`src/rtl/uart_rx_os.sv`:
```
// Oversampling UART receiver: 2-flop RX synchronizer, mid-bit sampling FSM and a
// one-deep holding register with valid/ready handshake, framing-error and overrun pulses.
module uart_rx_os #(
  parameter int clk_reduction = 64,
  parameter int word_width    = 8
) (
  input  logic                  clk,
  input  logic                  rst_n,
  input  logic                  RX,
  output logic [word_width-1:0] R_W,
  output logic                  valid,
  input  logic                  ready,
  output logic                  R_locked,
  output logic                  frame_err,
  output logic                  overrun
);

  localparam int TW = $clog2(clk_reduction);
  localparam int CW = $clog2(word_width + 1);
  localparam logic [TW-1:0] HALF_M1  = TW'(clk_reduction / 2 - 1);
  localparam logic [TW-1:0] FULL_M1  = TW'(clk_reduction - 1);
  localparam logic [CW-1:0] LAST_BIT = CW'(word_width - 1);

  typedef enum logic [2:0] {
    S_IDLE  = 3'd0,
    S_START = 3'd1,
    S_DATA  = 3'd2,
    S_STOP  = 3'd3,
    S_BREAK = 3'd4
  } state_t;

  state_t                state_q, state_d;
  logic                  rx_meta_q, rx_meta_d;
  logic                  rxs_q, rxs_d;
  logic [TW-1:0]         timer_q, timer_d;
  logic [CW-1:0]         bitcnt_q, bitcnt_d;
  logic [word_width-1:0] shift_q, shift_d;
  logic                  deliver_q, deliver_d;
  logic [word_width-1:0] rw_q, rw_d;
  logic                  valid_q, valid_d;
  logic                  locked_q, locked_d;
  logic                  ferr_q, ferr_d;
  logic                  ovr_q, ovr_d;

  // Synchronizer inputs
  always_comb begin
    rx_meta_d = RX;
    rxs_d     = rx_meta_q;
  end

  // Frame FSM: start validation at half-bit, then one sample per bit period
  always_comb begin
    state_d   = state_q;
    timer_d   = timer_q;
    bitcnt_d  = bitcnt_q;
    shift_d   = shift_q;
    deliver_d = 1'b0;
    ferr_d    = 1'b0;
    case (state_q)
      S_IDLE: begin
        timer_d  = '0;
        bitcnt_d = '0;
        if (!rxs_q) begin
          state_d = S_START;
        end else begin
          state_d = S_IDLE;
        end
      end
      S_START: begin
        if (timer_q == HALF_M1) begin
          timer_d = '0;
          if (rxs_q) begin
            state_d = S_IDLE;
          end else begin
            state_d = S_DATA;
          end
        end else begin
          timer_d = timer_q + TW'(1'b1);
        end
      end
      S_DATA: begin
        if (timer_q == FULL_M1) begin
          timer_d = '0;
          shift_d = {rxs_q, shift_q[word_width-1:1]};
          if (bitcnt_q == LAST_BIT) begin
            bitcnt_d = '0;
            state_d  = S_STOP;
          end else begin
            bitcnt_d = bitcnt_q + CW'(1'b1);
          end
        end else begin
          timer_d = timer_q + TW'(1'b1);
        end
      end
      S_STOP: begin
        if (timer_q == FULL_M1) begin
          timer_d = '0;
          if (rxs_q) begin
            deliver_d = 1'b1;
            state_d   = S_IDLE;
          end else begin
            ferr_d  = 1'b1;
            state_d = S_BREAK;
          end
        end else begin
          timer_d = timer_q + TW'(1'b1);
        end
      end
      S_BREAK: begin
        // A held-low line reports its framing error once, then waits for idle
        if (rxs_q) begin
          state_d = S_IDLE;
        end else begin
          state_d = S_BREAK;
        end
      end
      default: begin
        state_d  = S_IDLE;
        timer_d  = '0;
        bitcnt_d = '0;
      end
    endcase
    locked_d = (state_d != S_IDLE);
  end

  // Holding register: the word lands one cycle after the stop sample
  always_comb begin
    rw_d    = rw_q;
    valid_d = valid_q;
    ovr_d   = 1'b0;
    if (deliver_q) begin
      if (valid_q && !ready) begin
        ovr_d = 1'b1;
      end else begin
        rw_d    = shift_q;
        valid_d = 1'b1;
      end
    end else if (valid_q && ready) begin
      valid_d = 1'b0;
    end else begin
      valid_d = valid_q;
    end
  end

  // State registers
  always_ff @(posedge clk or negedge rst_n) begin
    if (!rst_n) begin
      rx_meta_q <= 1'b1;
      rxs_q     <= 1'b1;
      state_q   <= S_IDLE;
      timer_q   <= '0;
      bitcnt_q  <= '0;
      shift_q   <= '0;
      deliver_q <= 1'b0;
      rw_q      <= '0;
      valid_q   <= 1'b0;
      locked_q  <= 1'b0;
      ferr_q    <= 1'b0;
      ovr_q     <= 1'b0;
    end else begin
      rx_meta_q <= rx_meta_d;
      rxs_q     <= rxs_d;
      state_q   <= state_d;
      timer_q   <= timer_d;
      bitcnt_q  <= bitcnt_d;
      shift_q   <= shift_d;
      deliver_q <= deliver_d;
      rw_q      <= rw_d;
      valid_q   <= valid_d;
      locked_q  <= locked_d;
      ferr_q    <= ferr_d;
      ovr_q     <= ovr_d;
    end
  end

  assign R_W       = rw_q;
  assign valid     = valid_q;
  assign R_locked  = locked_q;
  assign frame_err = ferr_q;
  assign overrun   = ovr_q;

endmodule

```
`config.mk`:
```
export PLATFORM = sky130hd
export DESIGN_NAME = uart_rx_os
export DESIGN_NICKNAME = d
export VERILOG_FILES = /design/src/rtl/uart_rx_os.sv
export SDC_FILE = /design/constraint.sdc
export NUM_CORES = 1
export LEC_CHECK = 0
export CAP_MARGIN = 20
export CORE_MARGIN = 5
export CORE_UTILIZATION = 50
export CTS_BUF_LIST = sky130_fd_sc_hd__clkbuf_8 sky130_fd_sc_hd__clkbuf_16
export CTS_CLUSTER_DIAMETER = 60
export DETAILED_ROUTE_END_ITERATION = 6
export PLACE_DENSITY = 0.73
export SLEW_MARGIN = 0
export SYNTH_ARGS = -nofsm -noshare
export SYNTH_HDL_FRONTEND = slang
export SYNTH_SLANG_ARGS = --single-unit
```
`constraint.sdc`:
```
create_clock -name clk -period 2.25 [get_ports clk]
set_input_delay 0.45 -clock clk [delete_from_list [all_inputs] [get_ports clk]]
set_output_delay 0.45 -clock clk [all_outputs]
set_load 0.1 [all_outputs]
```
==> impl_results.md, run 1 <==
* Status: completed
* Wire per inst at 14.1 um
* MaxCap Viol Count at 0
* Number of routed nets with antenna violations at 0
* RSZ-0062 raised after global routing: no
* Final nets at 153
* CTS tree: built
* DRT iter0 DRCs at 26
* Setup TNS at 0 ns
* Number of diodes at 0
* # rows at 20
* Post-DP HPWL at 1900 um
* GP Congestion at 0.815
* Measured slew at the worst slew-check pin at 0.472 ns
* Fin. max-slew vios at 0
* R2r setup slk at 0.42 ns
* Initial Utilization at 52.4%
* Syn nets at 135
* Die height at 66.8 um
* Largest net degree at the start of global routing at 37
* Post-CTS setup buffers at 0
* Area Growth Syn to Fin at 13.9%
* Worst Path Required at 2.42 ns
* Yosys warnings at 0
* Vias per cell at 5.45
* Yosys cell types at 39
* Post_cts resized at 0
* CP max FO at 8
* Total GRT Usage at 14.3%
* Reg2reg start: timer_q[1]$_DFFE_PN0P_
* Worst-path clk slew at 0.07 ns
* Hold path start: rx_meta_q$_DFF_PN1_
* Cell Area, Synth at 1610 um2
* Maximum clock rate at 546 MHz
* Share of the synthesized area in the top cell type at 52.7%
* Power per Cell Area at 767 nW/um2
* Most frequent cell after synthesis: dfrtp_1
* GRT Residual Overflow at 0
* Share of layout cells above drive strength 1 at 29.9%
* Initial antenna violation count at 0
* Period utilization at 81.4%
* 1st-pass router iterations at 4
* Crit start category: flop
* Worst VDD drop at 0.469 mV
* H-tree levels at 2
* Clock root buffer: clkbuf_8
* Final Setup Violations at 0
* Synth top cells by count: dfrtp_1, mux2_2, nand2_1, nor2_1
* EDFF count, synth at 0
* Hold Violations, Final at 0
* Crit path time final at 1.83 ns
* Synth area leaders: dfrtp_1, mux2_2, dfstp_2, nand2b_1, o21ai_0
* IO Pins at 16
* Total wire length at 2690 um
* Dominant cell type by area after synthesis: dfrtp_1
* Async SR Flop Fraction at 100%
* Clk_skew at 0.00698 ns
* LEAKAGE at 0.886 nW
* Syn Area/Cell at 12.5 um2
* Die span in x at 66.8 um
* Via count at 1,041
* CTS hold repair buffers at 0
* Clock buffer depth at 2
* FF+latch count, synth at 36
* Worst Path Arrival at 2.01 ns
* DRC Markers at 0
* CTS sink cnt at 36
* Slew HR at 68.4%
* Cell count after synthesis at 129
* Worst setup path startpoint: timer_q[1]$_DFFE_PN0P_
* Worst skew pair latency at 0.28 ns
* Crit end category: flop
* Buffers on Ports at 15
* Worst Hold Class: flop to flop
* Register area share after synthesis at 56.0%
* CP Class: flop to flop
* # fillers at 249
* Placed Cells incl. Taps at 184
* Vias in the first global route at 1,071
* TritonCTS buffer count at 5
* First-pass GRT wire length at 4710 um
* Core area at 3080 um2
* Die area at 4460 um2
* Non-Filler Instances at 191
* Ys flop type: dfrtp_1
power breakdown:
part | internal, mW | switching, mW | total, mW
Sequential | 0.706 | 0.0704 | 0.776
Combinational | 0.105 | 0.120 | 0.225
Clock | 0.205 | 0.203 | 0.409
Total | 1.02 | 0.394 | 1.41
routing by layer:
| layer | vias up | GRT usage (%) | share of wire [%] |
|---|---|---|---|
| met2 | 16 | 21.7 | 45 |
| met1 | 519 | 17.8 | 48 |
| met5 | - | 0 | 0 |
| li1 | 502 | - | - |
| met3 | 4 | 5.56 | 5.3 |
| met4 | 0 | 6.85 | 1.7 |
critical path: stages, from the launching register on:
cell     delay, ns
dfrtp_1       0.39
ha_1          0.22
and4_1        0.45
a21oi_2       0.19
o31a_1        0.32
a21o_1        0.15
cell type report:
| cell class | count | area (um2) | share of cell area [%] |
|---|---|---|---|
| inverter | 3 | 11.3 | 0.613 |
| tap | 44 | 55.1 | 3.00 |
| timing repair buffer | 16 | 128 | 6.94 |
| sequential | 36 | 903 | 49.1 |
| clock inverter | 2 | 8.76 | 0.477 |
| multi-input combinational | 85 | 663 | 36.1 |
| clock buffer | 5 | 68.8 | 3.74 |
path summary, 6_finish.rpt:
check / to / cells past startpoint
max in group asynchronous: rx_meta_q$_DFF_PN1_ / 2
min: rxs_q$_DFF_PN1_ / 0
max: bitcnt_q[3]$_DFFE_PN0P_ / 5
max reg2reg: bitcnt_q[3]$_DFFE_PN0P_ / 5
min reg2reg: rxs_q$_DFF_PN1_ / 0
min in group asynchronous: timer_q[1]$_DFFE_PN0P_ / 2
registers in the layout, summed over array words and instances (netlist names):
name,cells
valid,1
R_locked,1
rx_meta_q,1
bitcnt_q,4
timer_q,6
overrun,1
deliver_q,1
frame_err,1
rxs_q,1
shift_q,8
state_q,3
R_W,8
cells by family (layout without fill, tap and decap cells):
family,after synthesis,in the layout,share of synthesized area (%)
AND/OR/NAND/NOR,38,38,13.6
flip-flops,36,36,56.0
AO/OA/AOI/OAI,29,29,14.7
multiplexers,16,16,11.2
buffers and inverters,8,26,2.95
adder cells (fa/ha/maj),2,2,1.55
stage by stage:
step | power, mW | setup slack (ns) | instance area [um2] | util [%] | hold slack (ns)
global placement | 1.00 | 0.453 | 1760 | 57.2 | 0.347
floorplan | 0.950 | 0.432 | 1610 | - | 0.154
detailed placement | 1.01 | 0.408 | 1760 | 57.2 | 0.347
finish | 1.41 | 0.419 | 1840 | 59.7 | 0.355
CTS | 1.43 | 0.427 | 1840 | 59.7 | 0.356
global route | 1.50 | 0.295 | 1840 | 59.7 | 0.359
cell usage in the layout (no fill, tap or decap), types with 2 or more instances in the layout:
master / instances
nand2b_1: 6
ha_1: 2
nand3_1: 3
nor3b_1: 2
nor2_1: 7
a22o_1: 3
a21o_1: 2
dfrtp_1: 34
o21ai_0: 6
nor3_1: 3
clkdlybuf4s50_1: 3
a31oi_1: 2
o31ai_1: 3
a21oi_1: 2
buf_4: 13
and3_1: 2
inv_1: 4
nand2_1: 7
dfstp_2: 2
mux2_2: 16
clkbuf_8: 5
nand3b_1: 2
Note: power is estimated with default switching activity, not from simulation.
==> run 2, diff against run 1 <==
==> constraint.sdc (replaced) <==
create_clock -name clk -period 1.9 [get_ports clk]
set_input_delay 0.38 -clock clk [delete_from_list [all_inputs] [get_ports clk]]
set_output_delay 0.38 -clock clk [all_outputs]
set_load 0.1 [all_outputs]
==> run 2 against run 1 <==
Flip-flop and latch count stayed put. Final cell count rose by 0.52%. Global-route usage increased by 0.27 points. Clock power up 33%. Non-clock buffer count unchanged. Setup slack got worse by 0.27 ns. Critical path depth stayed put. Combinational power up 21%. Sequential power is 19% higher. Largest cell class unchanged. Highest routed layer unchanged.
==> impl_results.md, run 2 (synthesized netlist as in run 1, its figures left out) <==
* CTS tree: built (unchanged)
* Most frequent cells in the layout: dfrtp_1, mux2_2, buf_4 (unchanged)
* Worst VDD drop at 0.610 mV (was 0.469 mV)
* # fillers at 260 (was 249)
* R2R depth at 5 (unchanged)
* CP Class: flop to flop (unchanged)
* CP max stage delay at 0.41 ns (was 0.45 ns)
* Period utilization at 92.2% (was 81.4%)
* First-pass GRT wire length at 4800 um (was 4710 um)
* Wire per inst at 14.4 um (was 14.1 um)
* Worst-path clk slew at 0.07 ns (about the same)
* MaxCap Viol Count at 0 (unchanged)
* Reg2reg start: timer_q[0]$_DFFE_PN0P_ (was timer_q[1]$_DFFE_PN0P_)
* TritonCTS buffer count at 5 (unchanged)
* Commonest non-fill, non-tap cell in the layout: dfrtp_1 (unchanged)
* Post-DP HPWL at 1950 um (was 1900 um)
* Logic pwr share at 15.7% (was 16.0%)
* Number of diodes at 0 (unchanged)
* Number of routed nets with antenna violations at 0 (unchanged)
* Hold Violations, Final at 0 (unchanged)
* Hold depth at 0 (unchanged)
* Largest net degree at the start of global routing at 37 (unchanged)
* Crit end category: flop (unchanged)
* Worst hold margin at 0.356 ns (was 0.355 ns)
* GP Congestion at 0.787 (was 0.815)
* Die span in x at 66.8 um (unchanged)
* Setup TNS at 0 ns (unchanged)
* Via count at 1,023 (was 1,041)
* Initial antenna violation count at 0 (unchanged)
* Core area at 3080 um2 (unchanged)
* R2r setup slk at 0.15 ns (was 0.42 ns)
* Total GRT Usage at 14.6% (was 14.3%)
* GRT Residual Overflow at 0 (unchanged)
* Clock buffer depth at 2 (unchanged)
* Fin. max-slew vios at 0 (unchanged)
* Finished Cell Area at 1860 um2 (was 1840 um2)
* Final nets at 153 (unchanged)
* Slew HR at 68.6% (was 68.4%)
* Reg2reg end: R_locked$_DFF_PN0_ (was bitcnt_q[3]$_DFFE_PN0P_)
* CP max FO at 10 (was 8)
* Clock root buffer: clkbuf_8 (unchanged)
* Vias in the first global route at 1,045 (was 1,071)
* RSZ-0062 raised after global routing: no (unchanged)
* Vias per cell at 5.33 (was 5.45)
* Power per Cell Area at 936 nW/um2 (was 767 nW/um2)
* Buffers on Ports at 15 (unchanged)
* Sequential power share at 53.0% (was 55.1%)
* Net Sw Frac at 28.0% (was 27.9%)
* LEAKAGE at 0.890 nW (was 0.886 nW)
* Status: completed (unchanged)
* Measured slew at the worst slew-check pin at 0.471 ns (was 0.472 ns)
* Worst Path Required at 2.06 ns (was 2.42 ns)
* Crit start category: flop (unchanged)
* Worst Hold Class: flop to flop (unchanged)
* Internal power at 1.25 mW (was 1.02 mW)
* Clock network power share at 31.3% (was 29.0%)
* Slowest cell on crit path: dfrtp_1 (was and4_1)
* 1st-pass router iterations at 4 (unchanged)
* P_sw at 0.486 mW (was 0.394 mW)
* Area Growth Syn to Fin at 15.0% (was 13.9%)
* Crit path time final at 1.75 ns (was 1.83 ns)
* Min-Delay Endpoint: rxs_q$_DFF_PN1_ (unchanged)
* Clk_skew at 0.00779 ns (was 0.00698 ns)
* Die area at 4460 um2 (unchanged)
* DRT iter0 DRCs at 50 (was 26)
* Power Total at 1.74 mW (was 1.41 mW)
* Worst skew pair latency at 0.28 ns (about the same)
* DRC Markers at 0 (unchanged)
* # rows at 20 (unchanged)
* Final Setup Violations at 0 (unchanged)
* Share of layout cells above drive strength 1 at 31.1% (was 29.9%)
* Cells along the critical path: ha_1, and4_2, nand4_4, o211ai_4, or3_1 (was ha_1, and4_1, a21oi_2, o31a_1, a21o_1)
* Worst Path Arrival at 1.91 ns (was 2.01 ns)
* Total wire length at 2760 um (was 2690 um)
* Hold path start: rx_meta_q$_DFF_PN1_ (unchanged)
* CTS hold repair buffers at 0 (unchanged)
* IO Pins at 16 (unchanged)
* CTS sink cnt at 36 (unchanged)
* Maximum clock rate at 571 MHz (was 546 MHz)
* Die height at 66.8 um (unchanged)
* Initial Utilization at 52.4% (unchanged)
* DP Area at 1760 um2 (unchanged)
* H-tree levels at 2 (unchanged)
[run 2: cell types whose count changed in the layout (fill, tap and decap cells not counted)]
cell,delta
and4_1,-1
and4_2,+1
clkbuf_8,+1
clkinv_2,-1
clkinvlp_4,+1
[run 2: timing repair]
| item | 4_1_cts | 5_1_grt |
|---|---|---|
| gates resized for setup | 0 | 1 |
| endpoints found under the setup margin | 0 | 3 |
| setup buffers | 0 | 0 |
[run 2: routing by layer]
layer | wire (um) | global-route usage (%) | vias up
met2 | 1310 | 22.8 | 18
met5 | 0 | 0 | -
met3 | 132 | 5.90 | 4
met4 | 40 | 5.33 | 0
li1 | - | - | 514
met1 | 1270 | 18.0 | 487
[run 2: worst max path at each step]
| stage | endpoint | cells past startpoint | slack [ns] | start |
|---|---|---|---|---|
| floorplan | R_W[0]$_DFFE_PN0P_ | 3 | 0.08 | valid$_DFFE_PN0P_ |
| global placement | R_locked$_DFF_PN0_ | 5 | 0.15 | timer_q[0]$_DFFE_PN0P_ |
| detailed placement | bitcnt_q[0]$_DFFE_PN0P_ | 4 | 0.08 | timer_q[0]$_DFFE_PN0P_ |
| CTS | bitcnt_q[0]$_DFFE_PN0P_ | 4 | 0.07 | timer_q[0]$_DFFE_PN0P_ |
| global route | bitcnt_q[0]$_DFFE_PN0P_ | 4 | 0.05 | timer_q[0]$_DFFE_PN0P_ |
| finish | R_locked$_DFF_PN0_ | 5 | 0.15 | timer_q[0]$_DFFE_PN0P_ |
[run 2: power by group through the flow]
stage | logic, mW | registers, mW | clock network (mW)
4_1_cts | 0.275 | 0.918 | 0.568
3_5_place_dp | 0.274 | 0.931 | 0
2_1_floorplan | 0.210 | 0.915 | 0
3_3_place_gp | 0.257 | 0.926 | 0
5_1_grt | 0.302 | 0.931 | 0.589
6_report | 0.272 | 0.921 | 0.544
[run 2: cell type report]
class,count,area [um2],area share [%]
sequential,36,903,48.7
multi-input combinational,85,664,35.8
timing repair buffer,16,128,6.88
clock buffer,6,82.6,4.45
tap,44,55.1,2.97
clock inverter,2,11.3,0.607
inverter,3,11.3,0.607
[run 2: through the flow]
step	std cells	worst slack (ns)	util (%)
after floorplan	129	0.0823	-
after global placement	184	0.152	57.2
after detailed placement	184	0.0764	57.2
after CTS	192	0.0750	60.2
after global routing	192	0.0486	60.3
final	192	0.148	60.3
[run 2: worst max-delay path, delay by kind of cell, from the launching register on]
family,cells,cell delay [ns]
adder cells (fa/ha/maj),1,0.25
AND/OR/NAND/NOR,3,0.88
AO/OA/AOI/OAI,1,0.09
flip-flops,1,0.41
